[src/rtl/vga_pkg.sv]
// Shared screen geometry, colour constants, FSM state encoding and box record
// for the VGA plotting path.
package vga_pkg;

    localparam int SCR_W_DEFAULT = 160;
    localparam int SCR_H_DEFAULT = 120;

    localparam logic [2:0] COLOUR_WHITE = 3'b111;
    localparam logic [2:0] COLOUR_BLUE  = 3'b001;

    localparam logic [1:0] ST_IDLE  = 2'd0;
    localparam logic [1:0] ST_ERASE = 2'd1;
    localparam logic [1:0] ST_DRAW  = 2'd2;
    localparam logic [1:0] ST_DONE  = 2'd3;

    typedef struct packed {
        logic [7:0] x;
        logic [6:0] y;
        logic [2:0] colour;
    } box_t;

endpackage

[src/rtl/box_scan_counter.sv]
// Row-major cx/cy scan over a W x H box; cx is the inner loop.
// The next-count outputs let the owner register pixel data one cycle early.
module box_scan_counter #(
    parameter int W = 4,
    parameter int H = 3
) (
    input  logic       clk,
    input  logic       resetn,
    input  logic       clear,
    input  logic       enable,
    output logic [3:0] cx,
    output logic [3:0] cy,
    output logic [3:0] cx_next,
    output logic [3:0] cy_next,
    output logic       last
);

    localparam logic [3:0] CX_MAX = 4'(W - 1);
    localparam logic [3:0] CY_MAX = 4'(H - 1);

    always_comb begin
        cx_next = cx;
        cy_next = cy;
        if (clear) begin
            cx_next = 4'd0;
            cy_next = 4'd0;
        end else if (enable) begin
            if (cx == CX_MAX) begin
                cx_next = 4'd0;
                cy_next = (cy == CY_MAX) ? 4'd0 : cy + 4'd1;
            end else begin
                cx_next = cx + 4'd1;
            end
        end
    end

    assign last = (cx == CX_MAX) && (cy == CY_MAX);

    always_ff @(posedge clk or negedge resetn) begin
        if (!resetn) begin
            cx <= 4'd0;
            cy <= 4'd0;
        end else begin
            cx <= cx_next;
            cy <= cy_next;
        end
    end

endmodule

[src/rtl/box_plotter.sv]
// Rasterises one box request per handshake into the VGA adapter plot port,
// optionally erasing the previously drawn box first.
//
// state | meaning
// IDLE  | ready for a request, forget clears the remembered box at once
// ERASE | repaint previous box in background colour
// DRAW  | paint the new box in its latched colour
// DONE  | one-cycle done pulse, then back to IDLE
module box_plotter
    import vga_pkg::*;
#(
    parameter int         BOX_W     = 4,
    parameter int         BOX_H     = 3,
    parameter logic [2:0] BG_COLOUR = COLOUR_WHITE,
    parameter int         ERASE_EN  = 1,
    parameter int         SCR_W     = SCR_W_DEFAULT,
    parameter int         SCR_H     = SCR_H_DEFAULT
) (
    input  logic       clk,
    input  logic       resetn,
    input  logic       req_valid,
    output logic       req_ready,
    input  logic [7:0] req_x,
    input  logic [6:0] req_y,
    input  logic [2:0] req_colour,
    input  logic       forget,
    output logic [7:0] vga_x,
    output logic [6:0] vga_y,
    output logic [2:0] vga_colour,
    output logic       vga_plot,
    output logic       busy,
    output logic       done
);

    logic [1:0] state;
    logic [1:0] state_nxt;
    box_t       new_box;
    box_t       prev_box;
    box_t       req_box;
    box_t       base;
    logic       prev_valid;
    logic       forget_pend;
    logic       accept;

    logic [3:0] cx, cy, cx_nxt, cy_nxt;
    logic       scan_last;
    logic       scan_clear;
    logic       scan_en;

    logic [8:0] sum_x;
    logic [7:0] sum_y;
    logic [2:0] pix_colour;
    logic       drawing_nxt;
    logic       in_view;

    assign req_box = '{x: req_x, y: req_y, colour: req_colour};
    assign accept  = (state == ST_IDLE) && req_valid && req_ready;

    always_comb begin
        state_nxt = state;
        case (state)
            ST_IDLE:  if (accept)
                          state_nxt = ((ERASE_EN != 0) && prev_valid && !forget) ? ST_ERASE : ST_DRAW;
            ST_ERASE: if (scan_last) state_nxt = ST_DRAW;
            ST_DRAW:  if (scan_last) state_nxt = ST_DONE;
            ST_DONE:  state_nxt = ST_IDLE;
            default:  state_nxt = ST_IDLE;
        endcase
    end

    assign scan_clear = accept || ((state == ST_ERASE) && scan_last);
    assign scan_en    = (state == ST_ERASE) || (state == ST_DRAW);

    box_scan_counter #(.W(BOX_W), .H(BOX_H)) u_scan (
        .clk     (clk),
        .resetn  (resetn),
        .clear   (scan_clear),
        .enable  (scan_en),
        .cx      (cx),
        .cy      (cy),
        .cx_next (cx_nxt),
        .cy_next (cy_nxt),
        .last    (scan_last)
    );

    // Outputs are registered from the next state/count so the first pixel
    // lands in the cycle right after acceptance.
    always_comb begin
        if (state_nxt == ST_ERASE)
            base = prev_box;
        else if (accept)
            base = req_box;
        else
            base = new_box;
        pix_colour  = (state_nxt == ST_ERASE) ? BG_COLOUR : base.colour;
        sum_x       = {1'b0, base.x} + {5'b0, cx_nxt};
        sum_y       = {1'b0, base.y} + {4'b0, cy_nxt};
        in_view     = (sum_x < 9'(SCR_W)) && (sum_y < 8'(SCR_H));
        drawing_nxt = (state_nxt == ST_ERASE) || (state_nxt == ST_DRAW);
    end

    always_ff @(posedge clk or negedge resetn) begin
        if (!resetn) begin
            state      <= ST_IDLE;
            vga_x      <= 8'd0;
            vga_y      <= 7'd0;
            vga_colour <= 3'd0;
            vga_plot   <= 1'b0;
            busy       <= 1'b0;
            done       <= 1'b0;
            req_ready  <= 1'b1;
        end else begin
            state     <= state_nxt;
            vga_plot  <= drawing_nxt && in_view;
            busy      <= drawing_nxt;
            done      <= (state_nxt == ST_DONE);
            req_ready <= (state_nxt == ST_IDLE);
            if (drawing_nxt) begin
                vga_x      <= sum_x[7:0];
                vga_y      <= sum_y[6:0];
                vga_colour <= pix_colour;
            end
        end
    end

    // forget seen mid-request is held until the box is finished so the
    // current erase/draw is never cut short.
    always_ff @(posedge clk or negedge resetn) begin
        if (!resetn) begin
            new_box     <= '0;
            prev_box    <= '0;
            prev_valid  <= 1'b0;
            forget_pend <= 1'b0;
        end else begin
            if (accept)
                new_box <= req_box;
            if ((state == ST_DRAW) && scan_last) begin
                prev_box    <= new_box;
                prev_valid  <= !(forget_pend || forget);
                forget_pend <= 1'b0;
            end else if ((state == ST_IDLE) || (state == ST_DONE)) begin
                if (forget)
                    prev_valid <= 1'b0;
            end else if (forget) begin
                forget_pend <= 1'b1;
            end
        end
    end

endmodule
[config.mk]
export PLATFORM = sky130hd
export DESIGN_NAME = box_plotter
export DESIGN_NICKNAME = d
export VERILOG_FILES = /design/src/rtl/vga_pkg.sv /design/src/rtl/box_scan_counter.sv /design/src/rtl/box_plotter.sv
export SDC_FILE = /design/constraint.sdc
export NUM_CORES = 1
export LEC_CHECK = 0
export CELL_PAD_IN_SITES_DETAIL_PLACEMENT = 0
export CELL_PAD_IN_SITES_GLOBAL_PLACEMENT = 1
export CORE_MARGIN = 8
export CORE_UTILIZATION = 44
export DETAILED_ROUTE_END_ITERATION = 10
export GPL_TIMING_DRIVEN = 0
export PLACE_DENSITY_LB_ADDON = 0.1
export SYNTH_ARGS = -nofsm -noshare
export SYNTH_HDL_FRONTEND = slang
export SYNTH_HIERARCHICAL = 1
export SYNTH_SLANG_ARGS = --single-unit
[constraint.sdc]
create_clock -name clk -period 5.4 [get_ports clk]
set_clock_uncertainty 0.1 [all_clocks]
set_input_delay 1.62 -clock clk [delete_from_list [all_inputs] [get_ports clk]]
set_output_delay 1.62 -clock clk [all_outputs]
set_load 0.005 [all_outputs]
==> flow_metrics.py, run 1 <==
metrics = {
    "timing": {
        "worstMarginPinSlew_ns": 0.850,
        "fmax_mhz": 194,
        "setup_slack_ns": 0.233,
        "tns_ns": 0,
        "period_minus_slack_ns": 5.17,
        "finalHoldViolCount": 0,
        "setup_viol": 0,
        "finalCritPeriodShare_pct": 95.7,
        "max_slew_margin_pct": 43.3,
        "whs_ns": 0.361,
        "rsz0062_at_grt": "no",
        "drv_slew": 0,
    },
    "synthesis": {
        "synth_edf_count": 0,
        "ys_types": 53,
        "synth_area_um2": 3470,
        "synth_fp_nets": 364,
        "ys_ff_latch": 67,
        "netlist_instances": 324,
        "synthArstFlopShare_pct": 100,
        "syn_avg_cell_area_um2": 10.7,
        "ys_seq_area_share_pct": 48.3,
        "ys_warn_count": 6,
        "synth_ff_type": "dfrtp_1",
    },
    "detailed_routing": {
        "avgViaCountPerCell": 5.16,
        "first_iter_violations": 90,
        "dr.pass1.iters": 5,
        "wire_per_inst_um": 16.0,
        "num_vias": 2519,
        "routed_wl_um": 7820,
        "drcViolationCount": 0,
        "ant_nets": 0,
    },
    "placed_design": {
        "dp_slack_ns": -1.52,
        "place_congestion": 0.799,
        "port_buffers": 43,
        "hpwl_um": 5580,
    },
    "clock_tree": {
        "clk_pin_slew_ns": 0.08,
        "cts_tree": "done",
        "cts_buffers": 9,
        "clk_path_buf_depth": 2,
        "cts_root_buffer": "clkbuf_8",
        "clkSinkCount": 67,
        "clk_latency_ns": 0.34,
        "htree_levels": 3,
    },
    "setup_path": {
        "cp_data_arrival_time_ns": 5.31,
        "reg2reg_from": "u_scan/cx[0]",
        "critPathSlowestCell": "o311a_1",
        "cp-start-kind": "input port",
        "path_depth": 17,
        "worstPathRequired_ns": 5.55,
        "critPathKind": "in -> reg",
        "cp_num_buf_inv": 5,
        "crit_start": "req_valid",
        "worstPathCellList": "dlygate4sd2_1 -> nand3_4 -> nor3b_4 -> a21oi_1 -> a21o_1 -> inv_1 -> ha_1 -> buf_4 -> buf_4 -> clkbuf_8 -> mux2_2 -> ha_1 -> a21o_1 -> a31oi_1 -> nor2b_1 -> o311a_1 -> nor4_2",
        "max_stage_delay_ns": 0.37,
        "critical_path_peak_fanout": 10,
        "rr_endpoint": "vga_plot",
        "r2r_cells": 19,
        "path_delay_family": "compound AO/OA/AOI/OAI gates",
        "cp-end-kind": "flop",
        "reg2reg_slack_ns": 0.42,
    },
    "min_path": {
        "min_from": "forget_pend",
        "hold_depth": 1,
        "holdPathEnd": "prev_valid",
        "hp-class": "reg -> reg",
    },
    "final_layout": {
        "n_antenna_cell": 0,
        "final_util_pct": 56.2,
        "final_nets": 421,
        "area_delta_synth_final_pct": 24.4,
        "n_fill_cell": 716,
        "drive_gt1_share_pct": 21.0,
    },
    "global_route": {
        "grt_usage_pct": 15.0,
        "antenna_found_initial": 0,
        "grt_overflow": 0,
        "grt_max_degree": 68,
        "grt_pass1_vias": 2677,
        "grt_pass1_wl_um": 13300,
    },
    "pwr": {
        "power.leakage_nw": 2.03,
        "worst_ir_drop_vdd_uv": 419,
        "power_density_nw_per_um2": 668,
    },
    "run_status": {
        "status": "complete, no violations",
    },
    "floorplan": {
        "io_pins": 44,
        "rows": 32,
        "coreArea_um2": 7690,
        "fp.dieW_um": 105,
        "die_h_um": 105,
        "initial_core_util_pct": 45.1,
        "die_area_um2": 11000,
    },
    "run": {
        "cap_violations": 0,
    },
}
==> metrics by stage <==
step / instances / total power, mW / cell area (um2)
final: 488 / 2.89 / 4320
after global routing: 488 / 3.15 / 4320
after CTS: 487 / 2.90 / 4290
after detailed placement: 469 / 2.47 / 4030
after global placement: 469 / 2.46 / 4030
after floorplan: 324 / 1.96 / 3470
==> state kept, by name, summed over array words and instances, names as in the netlist <==
register     cells
busy             1
done             1
forget_pend      1
new_box         18
prev_box        15
prev_valid       1
req_ready        1
state            2
u_scan/cx        4
u_scan/cy        4
vga_colour       3
vga_plot         1
vga_x            8
vga_y            7
==> worst max-delay path by stage <==
| stage | endpoint |
|---|---|
| 2_1_floorplan | vga_plot |
| 3_3_place_gp | vga_plot |
| 3_5_place_dp | vga_plot |
| 4_1_cts | vga_plot |
| 5_1_grt | vga_plot |
| 6_report | vga_plot |
==> cell type report <==
class                      count  area [um2]  share of cell area (%)
multi-input combinational    231        1740                    40.2
sequential                    67        1680                    38.8
timing repair buffer          47         459                    10.6
clock buffer                  11         151                    3.51
tap                          102         128                    2.95
buffer                        13        92.6                    2.14
inverter                      12        45.0                    1.04
clock inverter                 5        27.5                   0.637
==> synth_stat cells (2+ instances only) <==
master     n  area share [%]
nor3_1     2            0.29
a31oi_1    2            0.36
ha_1      16             5.8
a21o_1     5             1.1
xnor2_1    6             1.5
clkbuf_1   8            0.87
or3_1      2            0.36
mux2_4     3             1.3
nand4_1    3            0.54
buf_2      2            0.29
nand2_1   48             5.2
nand3_1    5            0.72
nor3b_1    2            0.43
fa_1       2             1.2
mux2i_1    4             1.2
buf_1      3            0.32
xor2_1     4             1.0
nand2b_1   3            0.54
and3_1     3            0.54
o21ai_0    4            0.58
o211ai_1   2            0.43
inv_1     12             1.3
nor2_1    23             2.5
dfrtp_1   66              48
mux2_2    36              12
a311oi_1   2            0.50
a21oi_1   30             4.3
==> cell families (layout without fill, tap and decap cells) <==
group	after synthesis	in the layout	share of synthesized area (%)
adders and majority gates	18	18	6.92
buffers and inverters	26	88	2.99
and+or+nand+nor	102	102	14.4
muxes	44	44	14.5
xor gates and xnor gates	10	10	2.52
DFF	67	67	48.3
AOI/OAI and AO/OA	57	57	10.3
==> power breakdown <==
group	internal, mW	switching, mW	leakage, nW
clock network	0.189	0.193	0.0949
logic	0.805	0.831	1.08
registers	0.740	0.130	0.847
total	1.73	1.15	2.03
==> repair_timing <==
action | in CTS | in global routing
gates resized for setup | 14 | 4
pin swaps | 2 | 2
hold buffers | 0 | 0
hold endpoints to repair | 0 | 0
buffers inserted | 3 | 1
setup endpoints to repair | 14 | 2
==> placed cells by master, fill, tap and decap left out, types with 2 or more instances in the layout <==
cell type / netlist / routed
dfrtp_1: 66 / 66
a311oi_1: 2 / 2
a21oi_1: 30 / 28
mux2i_1: 4 / 4
o21ai_0: 4 / 4
nand3_1: 5 / 5
or3_1: 2 / 2
nor2_1: 23 / 23
buf_4: 1 / 8
clkbuf_1: 8 / 5
and3_1: 3 / 3
a31oi_1: 2 / 2
mux2_2: 36 / 36
nand2b_1: 3 / 2
xor2_1: 4 / 4
a21o_1: 5 / 5
clkdlybuf4s50_1: 0 / 40
fa_1: 2 / 2
buf_1: 3 / 2
inv_1: 12 / 12
o211ai_1: 2 / 2
nand2_1: 48 / 47
clkbuf_8: 0 / 12
ha_1: 16 / 16
nand4_1: 3 / 3
mux2_4: 3 / 3
xnor2_1: 6 / 6
clkinv_2: 0 / 4
==> layer usage <==
layer  track usage (%)  share of wire, %  vias up
met5                 0                 0        -
met4              6.12               1.3        0
met3              3.38               4.0        9
met2              24.0                47       37
met1              19.1                47     1222
li1                  -                 -     1251
Power figures use the tool's default switching activity.
==> inputs of run 2 (changes only) <==
--- a/config.mk
+++ b/config.mk
@@ -9,9 +9,11 @@
 export CELL_PAD_IN_SITES_GLOBAL_PLACEMENT = 1
 export CORE_MARGIN = 8
 export CORE_UTILIZATION = 44
+export CTS_CLUSTER_SIZE = 25
 export DETAILED_ROUTE_END_ITERATION = 10
 export GPL_TIMING_DRIVEN = 0
 export PLACE_DENSITY_LB_ADDON = 0.1
+export SLEW_MARGIN = 20
 export SYNTH_ARGS = -nofsm -noshare
 export SYNTH_HDL_FRONTEND = slang
 export SYNTH_HIERARCHICAL = 1
==> flow_metrics.py, run 2 (synthesized netlist as in run 1, its figures left out) <==
metrics = {
    "setup_path": {
        "reg2reg_slack_ns": 0.38,
        "reg2reg_from": "u_scan/cx[0]",
        "rr_endpoint": "vga_plot",
        "worstPathCellList": "dlygate4sd2_1 -> nand3_4 -> clkbuf_8 -> a21oi_1 -> a21o_1 -> inv_1 -> ha_1 -> buf_4 -> buf_4 -> clkbuf_8 -> mux2_2 -> ha_1 -> inv_1 -> fa_1 -> nand2b_1 -> a21oi_4 -> nand2_1 -> a2111o_1 -> o211ai_1 -> nor4_2",
        "cp_data_arrival_time_ns": 5.32,
        "path_delay_family": "buffers and inverters",
        "cp-end-kind": "flop",
        "critical_path_peak_fanout": 10,
        "cp_num_buf_inv": 7,
        "cp-start-kind": "input port",
        "critPathKind": "in -> reg",
        "r2r_cells": 23,
        "critPathSlowestCell": "fa_1",
        "max_stage_delay_ns": 0.39,
        "worstPathRequired_ns": 5.53,
    },
    "run_status": {
        "status": "complete, no violations",
    },
    "clock_tree": {
        "cts_tree": "done",
        "clkSinkCount": 67,
        "cts_buffers": 9,
        "cts_hold_buf": 0,
        "cts_root_buffer": "clkbuf_8",
        "clk_pin_slew_ns": 0.08,
        "clk_latency_ns": 0.34,
        "clk_path_buf_depth": 2,
        "htree_levels": 3,
    },
    "final_layout": {
        "final_util_pct": 56.4,
        "reg_top3": "new_box: 18 flops, prev_box: 15 flops, vga_x: 8 flops",
        "final_cell_mix": "66 x dfrtp_1, 48 x nand2_1, 40 x clkdlybuf4s50_1, 36 x mux2_2, 28 x a21oi_1",
        "drive_gt1_share_pct": 20.3,
        "largest-register": "new_box",
        "layout_commonest_cell": "dfrtp_1",
        "area_delta_synth_final_pct": 24.9,
        "largest_register_ffs": 18,
        "n_antenna_cell": 0,
        "final_nets": 420,
    },
    "detailed_routing": {
        "ant_nets": 0,
        "routed_wl_um": 7690,
        "drcViolationCount": 0,
        "first_iter_violations": 102,
        "num_vias": 2510,
        "avgViaCountPerCell": 5.15,
        "highest_layer": "met4",
        "dr.pass1.iters": 5,
        "wl_met1_um": 3580,
        "wire_per_inst_um": 15.8,
        "met2_wirelength_um": 3690,
        "routed-wl-met3_um": 309,
    },
    "pwr": {
        "worst_ir_drop_vdd_uv": 324,
        "power.leakage_nw": 2.01,
        "power_density_nw_per_um2": 671,
    },
    "global_route": {
        "grt_usage_pct": 14.5,
        "grt_pass1_vias": 2633,
        "grt_max_degree": 52,
        "grt_pass1_wl_um": 12800,
        "grt_overflow": 0,
        "antenna_found_initial": 0,
    },
    "floorplan": {
        "die_h_um": 105,
        "die_area_um2": 11000,
        "initial_core_util_pct": 45.1,
        "fp.dieW_um": 105,
        "rows": 32,
        "coreArea_um2": 7690,
        "io_pins": 44,
    },
    "min_path": {
        "holdPathEnd": "prev_valid",
        "hold_depth": 1,
        "hp-class": "reg -> reg",
        "min_from": "forget_pend",
    },
    "timing": {
        "worstMarginPinSlew_ns": 0.772,
        "finalHoldViolCount": 0,
        "drv_slew": 0,
        "setup_slack_ns": 0.208,
        "max_slew_margin_pct": 48.5,
        "rsz0062_at_grt": "no",
        "fmax_mhz": 193,
        "finalCritPeriodShare_pct": 96.2,
        "period_minus_slack_ns": 5.19,
        "setup_viol": 0,
    },
    "placed_design": {
        "place_congestion": 0.799,
        "dp_slack_ns": -1.51,
        "port_buffers": 43,
        "hpwl_um": 5680,
    },
    "run": {
        "cap_violations": 0,
    },
}
[run 2: changes by cell type in the layout (fill, tap and decap cells not counted), sizes merged]
cell	delta
clkinvlp	+3
buf	-1
clkbuf	-1
clkinv	-3
bufinv	+1
[run 2: timing repair]
action                                  CTS  global route
gates cloned                              0             0
gates resized for setup                  13             2
endpoints found under the setup margin   14             2
endpoints found under the hold margin     0             0
buffers inserted                          2             0
pin swaps                                 2             1
[run 2: final cells by class]
| type | count | area [um2] |
|---|---|---|
| fill | 713 | 3350 |
| multi-input combinational | 231 | 1730 |
| sequential | 67 | 1680 |
| timing repair buffer | 46 | 472 |
| clock buffer | 10 | 138 |
| tap | 102 | 128 |
| buffer | 13 | 81.3 |
| clock inverter | 6 | 65.1 |
| inverter | 12 | 45.0 |
[run 2: worst max path at each step]
stage                    end  cells past startpoint    startpoint
floorplan           vga_plot                     19     req_valid
global placement    vga_plot                     21     req_valid
detailed placement  vga_plot                     21     req_valid
CTS                 vga_plot                     23  u_scan/cx[0]
global route        vga_plot                     20     req_valid
finish              vga_plot                     20     req_valid
[run 2: metal layers]
layer | up-vias | global-route usage (%)
li1 | 1252 | -
met1 | 1207 | 18.1
met2 | 41 | 23.8
met3 | 10 | 3.13
met4 | 0 | 6.12
met5 | - | 0
[run 2: worst reg2reg max path, delay by kind of cell, from the launching register on]
family,cells,cell delay (ns)
simple gates,6,1.32
fa+ha+maj,4,1.03
compound gates,6,1.02
buf+inv,6,0.79
flops,1,0.39
mux,1,0.25
[run 2: report_power, final]
part / leakage (nW) / internal [mW] / switching [mW]
Sequential: 0.847 / 0.739 / 0.128
Clock: 0.0905 / 0.225 / 0.203
Combinational: 1.07 / 0.795 / 0.818
[run 2: stage by stage]
| stage | hold WS, ns | std cells | area, um2 | setup TNS (ns) | total power, mW |
|---|---|---|---|---|---|
| 3_5_place_dp | 0.347 | 470 | 4060 | -13.30 | 2.48 |
| 5_1_grt | 0.375 | 487 | 4330 | 0 | 3.16 |
| 4_1_cts | 0.361 | 487 | 4330 | 0 | 2.94 |
| 2_1_floorplan | 0.335 | 324 | 3470 | 0 | 1.96 |
| 6_report | 0.355 | 487 | 4330 | 0 | 2.91 |
| 3_3_place_gp | 0.347 | 469 | 4030 | -13.73 | 2.46 |
